==> src/rtl/uart_pkg.sv <==
// Definitions shared by the UART transmit and receive paths: FSM states, mode-register
// field positions, the baud-rate table and the divisor helper.
package uart_pkg;

    typedef enum logic [2:0] {
        IDLE,
        START,
        DATA,
        PARITY,
        STOP
    } uart_state_e;

    // Bit positions inside the 4-bit mode nibble
    localparam int unsigned MODE_BAUD_LSB = 0;
    localparam int unsigned MODE_PAR_EN   = 2;
    localparam int unsigned MODE_PAR_ODD  = 3;

    localparam int unsigned BAUD_SEL0 = 9600;
    localparam int unsigned BAUD_SEL1 = 115200;
    localparam int unsigned BAUD_SEL2 = 230400;
    localparam int unsigned BAUD_SEL3 = 921600;

    // Rounded clocks-per-bit for the selected baud rate
    function automatic logic [15:0] baud_div(input int unsigned clk_freq, input logic [1:0] sel);
        int unsigned baud;
        case (sel)
            2'd1:    baud = BAUD_SEL1;
            2'd2:    baud = BAUD_SEL2;
            2'd3:    baud = BAUD_SEL3;
            default: baud = BAUD_SEL0;
        endcase
        return 16'((clk_freq + baud / 2) / baud);
    endfunction

endpackage

==> src/rtl/uart_baud_tick.sv <==
// Bit-period timer: loads DIV-1, counts down while running and flags bit_end at zero,
// reloading itself on every bit_end so consecutive bits stay exactly DIV clocks long.
module uart_baud_tick (
    input  logic        clk,
    input  logic        rst,
    input  logic        run,
    input  logic        load,
    input  logic [15:0] div,
    output logic        bit_end
);

    logic [15:0] cnt_q;
    logic [15:0] cnt_d;

    assign bit_end = run && (cnt_q == 16'd0);

    always_comb begin
        cnt_d = cnt_q;
        if (load || bit_end) begin
            cnt_d = div - 16'd1;
        end else if (run) begin
            cnt_d = cnt_q - 16'd1;
        end
    end

    always_ff @(posedge clk or posedge rst) begin
        if (rst) begin
            cnt_q <= '0;
        end else begin
            cnt_q <= cnt_d;
        end
    end

endmodule

==> src/rtl/uart_tx_engine.sv <==
// UART transmitter: pulls bytes from a show-ahead FIFO and sends start, 8 data bits LSB-first,
// optional parity and one stop bit. Baud and parity are frozen per frame at accept time.
module uart_tx_engine
    import uart_pkg::*;
#(
    parameter int unsigned CLK_FREQ = 60000000
) (
    input  logic       clk,
    input  logic       rst,
    input  logic [7:0] data_in,
    input  logic       data_valid,
    output logic       data_ready,
    input  logic [3:0] mode,
    output logic       tx_line,
    output logic       busy,
    output logic       tx_done
);

    localparam logic [15:0] DIV0 = baud_div(CLK_FREQ, 2'd0);
    localparam logic [15:0] DIV1 = baud_div(CLK_FREQ, 2'd1);
    localparam logic [15:0] DIV2 = baud_div(CLK_FREQ, 2'd2);
    localparam logic [15:0] DIV3 = baud_div(CLK_FREQ, 2'd3);

    uart_state_e state_q, state_d;
    logic [7:0]  shift_q, shift_d;
    logic [2:0]  bit_idx_q, bit_idx_d;
    logic [15:0] div_q;
    logic        par_en_q;
    logic        par_bit_q;
    logic        tx_line_q, tx_d;

    logic        accept;
    logic        bit_end;
    logic [15:0] sel_div;
    logic [15:0] tick_div;

    assign data_ready = (state_q == IDLE);
    assign busy       = (state_q != IDLE);
    assign accept     = data_valid && data_ready;
    assign tx_line    = tx_line_q;

    always_comb begin
        case (mode[MODE_BAUD_LSB +: 2])
            2'd1:    sel_div = DIV1;
            2'd2:    sel_div = DIV2;
            2'd3:    sel_div = DIV3;
            default: sel_div = DIV0;
        endcase
    end

    // A new frame starts its timer from the live mode; later bits reuse the latched divisor
    assign tick_div = accept ? sel_div : div_q;

    uart_baud_tick u_baud_tick (
        .clk     (clk),
        .rst     (rst),
        .run     (busy),
        .load    (accept),
        .div     (tick_div),
        .bit_end (bit_end)
    );

    // tx_d is the line level for the state being entered, so the line flop changes on the
    // same edge as the state and never passes through combinational logic to the pin.
    always_comb begin
        state_d   = state_q;
        shift_d   = shift_q;
        bit_idx_d = bit_idx_q;
        tx_d      = tx_line_q;
        tx_done   = 1'b0;
        unique case (state_q)
            IDLE: begin
                tx_d = 1'b1;
                if (data_valid) begin
                    state_d   = START;
                    shift_d   = data_in;
                    bit_idx_d = 3'd0;
                    tx_d      = 1'b0;
                end
            end
            START: begin
                if (bit_end) begin
                    state_d = DATA;
                    tx_d    = shift_q[0];
                end
            end
            DATA: begin
                if (bit_end) begin
                    if (bit_idx_q == 3'd7) begin
                        if (par_en_q) begin
                            state_d = PARITY;
                            tx_d    = par_bit_q;
                        end else begin
                            state_d = STOP;
                            tx_d    = 1'b1;
                        end
                    end else begin
                        shift_d   = {1'b0, shift_q[7:1]};
                        bit_idx_d = bit_idx_q + 3'd1;
                        tx_d      = shift_q[1];
                    end
                end
            end
            PARITY: begin
                if (bit_end) begin
                    state_d = STOP;
                    tx_d    = 1'b1;
                end
            end
            STOP: begin
                if (bit_end) begin
                    state_d = IDLE;
                    tx_d    = 1'b1;
                    tx_done = 1'b1;
                end
            end
            default: begin
                state_d = IDLE;
                tx_d    = 1'b1;
            end
        endcase
    end

    always_ff @(posedge clk or posedge rst) begin
        if (rst) begin
            state_q   <= IDLE;
            shift_q   <= '0;
            bit_idx_q <= '0;
            tx_line_q <= 1'b1;
        end else begin
            state_q   <= state_d;
            shift_q   <= shift_d;
            bit_idx_q <= bit_idx_d;
            tx_line_q <= tx_d;
        end
    end

    always_ff @(posedge clk or posedge rst) begin
        if (rst) begin
            div_q     <= '0;
            par_en_q  <= 1'b0;
            par_bit_q <= 1'b0;
        end else if (accept) begin
            div_q     <= sel_div;
            par_en_q  <= mode[MODE_PAR_EN];
            par_bit_q <= (^data_in) ^ mode[MODE_PAR_ODD];
        end
    end

endmodule
==> config.mk <==
export PLATFORM = sky130hd
export DESIGN_NAME = uart_tx_engine
export DESIGN_NICKNAME = d
export VERILOG_FILES = /design/src/rtl/uart_pkg.sv /design/src/rtl/uart_baud_tick.sv /design/src/rtl/uart_tx_engine.sv
export SDC_FILE = /design/constraint.sdc
export NUM_CORES = 1
export LEC_CHECK = 0
export CORE_UTILIZATION = 50
export DETAILED_ROUTE_END_ITERATION = 8
export PLACE_DENSITY = 0.69
export SYNTH_ARGS = -nofsm -noshare
export SYNTH_HDL_FRONTEND = slang
export SYNTH_SLANG_ARGS = --single-unit
==> constraint.sdc <==
create_clock -name clk -period 5.4 [get_ports clk]
set_input_delay 0.54 -clock clk [delete_from_list [all_inputs] [get_ports clk]]
set_output_delay 0.54 -clock clk [all_outputs]
set_load 0.05 [all_outputs]
==> impl_metrics.env, run 1 <==
export IMPL_status="complete, no violations"
export IMPL_arrival_ps=3930
export IMPL_grtUsageMet2=0.395
export IMPL_synth_seq_cells=49
export IMPL_io_pins=19
export IMPL_busiest_layer="met2"
export IMPL_hold_path_class="flip-flop to flip-flop"
export IMPL_cts_tree="built"
export IMPL_synth_area_per_cell_um2=8.71
export IMPL_critPathMaxStageDelay_ps=720
export IMPL_synth_top_area_share=0.387
export IMPL_wl_per_cell_um=16.5
export IMPL_post_synth_inst_count=356
export IMPL_final_cell_mix="dfrtp_1 (48), nor2_1 (47), nand2_1 (34)"
export IMPL_die_area_um2=6520
export IMPL_cp_start_kind="flip-flop"
export IMPL_cp_required_ps=5620
export IMPL_synth_mux_area_frac=0.0533
export IMPL_nets=387
export IMPL_synth_area_leaders="dfrtp_1 (39%), nor2_1 (5.7%), a21oi_1 (5.0%), nand2_1 (4.1%), mux2i_1 (3.9%)"
export IMPL_rows=28
export IMPL_hpwlAfterDp_um=5130
export IMPL_io_buffer_count=18
export IMPL_slowest_stage="dfrtp_1"
export IMPL_dr_pass1_iters=5
export IMPL_root_buffer="clkbuf_8"
export IMPL_synth_top_family_by_area="simple AND/OR/NAND/NOR gates"
export IMPL_hold_viol=0
export IMPL_antenna_found_initial=0
export IMPL_cts_buffers=5
export IMPL_seqCellArea_um2=1230
export IMPL_ctsResizeCount=0
export IMPL_via_count=2705
export IMPL_tightest_slew_ps=1020
export IMPL_yosys_warnings=0
export IMPL_postRouteWirelength_um=7300
export IMPL_synth_fa_ha_area_frac=0.0282
export IMPL_gp_congestion=0.888
export IMPL_skew_ps=6.80
export IMPL_insertion_delay_ps=310
export IMPL_crit_family="compound AO/OA/AOI/OAI gates"
export IMPL_synth_net_count=378
export IMPL_p_per_area_nw_per_um2=488
export IMPL_h_tree_depth=2
export IMPL_worst_setup_path_type="flip-flop to flip-flop"
export IMPL_cts_clk_slew_worst_paths_ps=90
export IMPL_n_antenna_cell=0
export IMPL_post_route_drc_count=0
export IMPL_synth_ff_type="dfrtp_1"
export IMPL_layout_commonest_cell="dfrtp_1"
export IMPL_ys_async_sr_fraction=1.00
export IMPL_layout_min_cycle_time_ps=3720
export IMPL_cts_setup_buffers=0
export IMPL_die_w_um=80.7
export IMPL_critPathBufInv=0
export IMPL_synth_compound_area_share=0.218
export IMPL_slew_viol_final=0
export IMPL_fmax_ghz=0.269
export IMPL_setup_viol_count_final=0
export IMPL_synth_area_leader_cell="dfrtp_1"
export IMPL_groute_usage_overall=0.248
export IMPL_grt_pass1_wl_um=12400
export IMPL_ys_seq_area_frac=0.396
export IMPL_path_cells="nor3_4 -> or3_1 -> o31ai_1 -> mux2i_1 -> ha_1 -> o21ai_0 -> a311oi_1 -> nand2_1 -> o21a_1 -> nor4_2"
export IMPL_rrSetupSlack_ps=1680
export IMPL_fin_cells=441
export IMPL_synth_xor_area_share=0.0282
export IMPL_placed_area_um2=3320
export IMPL_slew_headroom=0.316
export IMPL_synth_cell_types=61
export IMPL_ant_nets=0
export IMPL_fin_util=0.575
export IMPL_vdd_drop_max_v=0.000221
export IMPL_grtUsageMet1=0.323
export IMPL_synth_simple_area_share=0.228
export IMPL_cp_max_fo=16
export IMPL_cts_sinks=49
export IMPL_crit_path_end_kind="flip-flop"
export IMPL_grt_util_met3=0.0472
export IMPL_n_fill_cell=562
export IMPL_grt_overflow=0
export IMPL_netlist_area_um2=3100
export IMPL_ctsHoldBuffers=0
export IMPL_final_area_um2=3420
export IMPL_cap_violations=0
export IMPL_vias_per_cell=6.13
export IMPL_fin_crit_sh=0.688
export IMPL_dieHeight_um=80.7
export IMPL_leakage_nw=1.45
export IMPL_grt_pass1_vias=2607
export IMPL_dp_cells=433
export IMPL_drt_iter0_drc=227
export IMPL_fin_tns_setup_ps=0
export IMPL_rsz0062_at_grt="false"
export IMPL_cts_buffer_depth=2
export IMPL_grt_max_degree=50
export IMPL_synth_edf_count=0
export IMPL_core_um2=5960
export IMPL_syn_to_final_growth_pct=10.4
export IMPL_drive_gt1_frac=0.0956
export IMPL_start_util=0.521
export IMPL_multi_input_area_um2=1730
-- cells in the mapped netlist (9+ instances only) --
cell      count
o21ai_0      18
nand2_1      34
and2_1        9
inv_1        14
clkbuf_1     14
nor3_1        9
dfrtp_1      48
a21oi_1      31
nor2_1       47
mux2i_1      12
-- routing by layer --
metal  wire length, um  up-vias
met5                 0        -
met4               274        0
met3               348       28
met2              3340       90
met1              3340     1288
li1                  -     1299
-- state kept, by name (all words and copies together) (netlist names) --
register,flops
bit_idx_q,3
state_q,3
u_baud_tick.cnt_q,16
par_en_q,1
tx_line,1
par_bit_q,1
shift_q,8
div_q,16
-- power breakdown --
| part | total, mW | switching (mW) | internal (mW) |
|---|---|---|---|
| clock | 0.239 | 0.132 | 0.107 |
| sequential | 0.658 | 0.148 | 0.510 |
| combinational | 0.774 | 0.461 | 0.313 |
| total | 1.67 | 0.741 | 0.929 |
-- worst paths after layout --
path,startpoint,end,depth (start not counted)
max in group asynchronous,rst,u_baud_tick.cnt_q[8],2
max,state_q[0],u_baud_tick.cnt_q[14],10
max reg2reg,state_q[0],u_baud_tick.cnt_q[14],10
min reg2reg,div_q[14],div_q[14],1
min,div_q[14],div_q[14],1
min in group asynchronous,rst,u_baud_tick.cnt_q[1],2
-- worst reg2reg max path: cells and delay by family (launching register included) --
family / cells / cell delay (ps)
flip-flops: 1 / 720
multiplexers: 1 / 280
AO/OA/AOI/OAI: 4 / 1390
AND/OR/NAND/NOR: 4 / 990
adder cells (fa/ha/maj): 1 / 240
-- through the flow --
| step | total power, mW | hold slack, ps | setup slack, ps |
|---|---|---|---|
| 5_1_grt | 1.80 | 509 | 1360 |
| 3_3_place_gp | 1.41 | 469 | 1560 |
| 2_1_floorplan | 1.23 | 441 | 2040 |
| 3_5_place_dp | 1.43 | 465 | 1460 |
| 4_1_cts | 1.67 | 493 | 1710 |
| 6_report | 1.67 | 488 | 1680 |
-- final cells by class --
class                   instances  share of cell area
clock inverters                 2             0.00512
well taps                      75              0.0274
inverters                      15              0.0164
clock buffers                   6              0.0241
repair buffers                 23              0.0636
flip-flops and latches         49               0.359
multi-input cells             271               0.505
-- cells by family (layout without fill, tap and decap cells) --
logic type,Yosys count,after routing
AOI/OAI and AO/OA,101,101
xor gates and xnor gates,10,10
adders and majority gates,7,7
buffers and inverters,36,46
DFF,49,49
muxes,16,16
and+or+nand+nor,137,137
No activity file was read; power rests on OpenSTA's default activity.
==> run 2, diff against run 1 <==
--- a/config.mk
+++ b/config.mk
@@ -7,7 +7,7 @@
 export LEC_CHECK = 0
 export CORE_UTILIZATION = 50
 export DETAILED_ROUTE_END_ITERATION = 8
-export PLACE_DENSITY = 0.69
+export PLACE_DENSITY = 0.72
 export SYNTH_ARGS = -nofsm -noshare
 export SYNTH_HDL_FRONTEND = slang
 export SYNTH_SLANG_ARGS = --single-unit
==> constraint.sdc (replaced) <==
create_clock -name clk -period 3.05 [get_ports clk]
set_input_delay 0.305 -clock clk [delete_from_list [all_inputs] [get_ports clk]]
set_output_delay 0.305 -clock clk [all_outputs]
set_load 0.05 [all_outputs]
==> impl_metrics.env, run 2 (synthesis gave the netlist of run 1 again) <==
export IMPL_dp_cells=467
export IMPL_worst_setup_path_type="flip-flop to flip-flop"
export IMPL_ant_nets=0
export IMPL_drive_gt1_frac=0.204
export IMPL_final_cell_mix="dfrtp_1 (47), nor2_1 (46), buf_4 (41)"
export IMPL_slew_headroom=0.644
export IMPL_fin_crit_sh=0.966
export IMPL_post_route_drc_count=0
export IMPL_rrSetupSlack_ps=100
export IMPL_syn_to_final_growth_pct=20.9
export IMPL_layout_min_cycle_time_ps=2950
export IMPL_via_count=2826
export IMPL_reg2regPathDepth=12
export IMPL_groute_usage_overall=0.271
export IMPL_cap_violations=0
export IMPL_dp_slack_ps=-156
export IMPL_skew_ps=7.34
export IMPL_holdWs_ps=295
export IMPL_cts_buffer_depth=2
export IMPL_nets=423
export IMPL_fin_cells=477
export IMPL_postRouteWirelength_um=7880
export IMPL_grt_pass1_wl_um=13200
export IMPL_vias_per_cell=5.92
export IMPL_critPathBufInv=2
export IMPL_crit_end="u_baud_tick.cnt_q[14]"
export IMPL_leakage_nw=1.63
export IMPL_hold_path_class="primary input to async pin"
export IMPL_h_tree_depth=2
export IMPL_fin_util=0.629
export IMPL_insertion_delay_ps=310
export IMPL_rr_endpoint="u_baud_tick.cnt_q[14]"
export IMPL_hold_viol=0
export IMPL_wl_per_cell_um=16.5
export IMPL_die_area_um2=6520
export IMPL_cts_clk_slew_worst_paths_ps=90
export IMPL_path_cells="nor4_4 -> nand4_1 -> o31ai_4 -> mux2i_2 -> ha_2 -> o21ai_2 -> buf_4 -> a311oi_2 -> buf_4 -> nand2_1 -> o21a_1 -> nor4_2"
export IMPL_cts_buffers=5
export IMPL_crit_path_end_kind="flip-flop"
export IMPL_placed_area_um2=3620
export IMPL_vdd_drop_max_v=0.000440
export IMPL_hpwlAfterDp_um=5890
export IMPL_cp_common_cell="buf_4"
export IMPL_dieHeight_um=80.7
export IMPL_io_buffer_count=18
export IMPL_n_fill_cell=533
export IMPL_tightest_slew_ps=529
export IMPL_cts_tree="built"
export IMPL_grt_pass1_vias=2772
export IMPL_cp_start_kind="flip-flop"
export IMPL_grt_overflow=0
export IMPL_cp_required_ps=3270
export IMPL_io_pins=19
export IMPL_grt_max_degree=23
export IMPL_slew_viol_final=0
export IMPL_start_util=0.521
export IMPL_drt_iter0_drc=183
export IMPL_setup_viol_count_final=0
export IMPL_p_per_area_nw_per_um2=850
export IMPL_slowest_stage="dfrtp_1"
export IMPL_cts_sinks=49
export IMPL_setup_ws_ps=102
export IMPL_final_area_um2=3750
export IMPL_die_w_um=80.7
export IMPL_status="complete, no violations"
export IMPL_fmax_ghz=0.339
export IMPL_cp_max_fo=4
export IMPL_layout_commonest_cell="dfrtp_1"
export IMPL_n_antenna_cell=0
export IMPL_cp_depth=12
export IMPL_setup_worst_path_start="u_baud_tick.cnt_q[6]"
export IMPL_gp_congestion=0.864
export IMPL_antenna_found_initial=0
export IMPL_critPathMaxStageDelay_ps=440
export IMPL_r2r_start="u_baud_tick.cnt_q[6]"
export IMPL_arrival_ps=3170
export IMPL_crit_family="simple AND/OR/NAND/NOR gates"
export IMPL_dr_pass1_iters=4
export IMPL_rows=28
export IMPL_core_um2=5960
export IMPL_root_buffer="clkbuf_8"
export IMPL_reg_top3="div_q: 16 flops, u_baud_tick.cnt_q: 16 flops, shift_q: 8 flops"
run 2: layout make-up:
class | count | area, um^2 | area share
repair buffers | 59 | 498 | 0.133
clock buffers | 5 | 68.8 | 0.0184
inverters | 15 | 56.3 | 0.0150
multi-input cells | 271 | 1780 | 0.476
well taps | 75 | 93.8 | 0.0250
flip-flops and latches | 49 | 1230 | 0.328
clock inverters | 3 | 17.5 | 0.00467
run 2: worst min-delay path by stage:
stage	startpoint	to
finish	rst	div_q[10]
global route	rst	div_q[3]
CTS	rst	div_q[4]
detailed placement	par_bit_q	par_bit_q
global placement	par_bit_q	par_bit_q
floorplan	mode[2]	par_en_q
run 2: repair_timing:
| item | 4_1_cts | 5_1_grt |
|---|---|---|
| hold buffers | 0 | 0 |
| resized for setup | 0 | 5 |
| hold endpoints to repair | 0 | 0 |
| endpoints found under the setup margin | 0 | 6 |
| buffers inserted | 0 | 2 |
run 2: through the flow:
step / power [mW] / TNS [ps]
after global routing: 3.43 / -8.08
after detailed placement: 2.75 / -515
after floorplan: 2.24 / -60.2
final: 3.18 / 0
after CTS: 3.14 / 0
after global placement: 2.69 / -93.5
run 2: layer usage:
layer / GRT usage / up-vias / part of all wire
li1: - / 1362 / -
met1: 0.316 / 1366 / 0.43
met2: 0.482 / 82 / 0.52
met3: 0.0517 / 16 / 0.039
met4: 0.121 / 0 / 0.020
met5: 0 / - / 0
run 2: where the power goes:
part,switching (mW),total (mW),internal [mW]
Sequential,0.229,1.13,0.905
Clock,0.225,0.384,0.159
Combinational,0.927,1.67,0.741
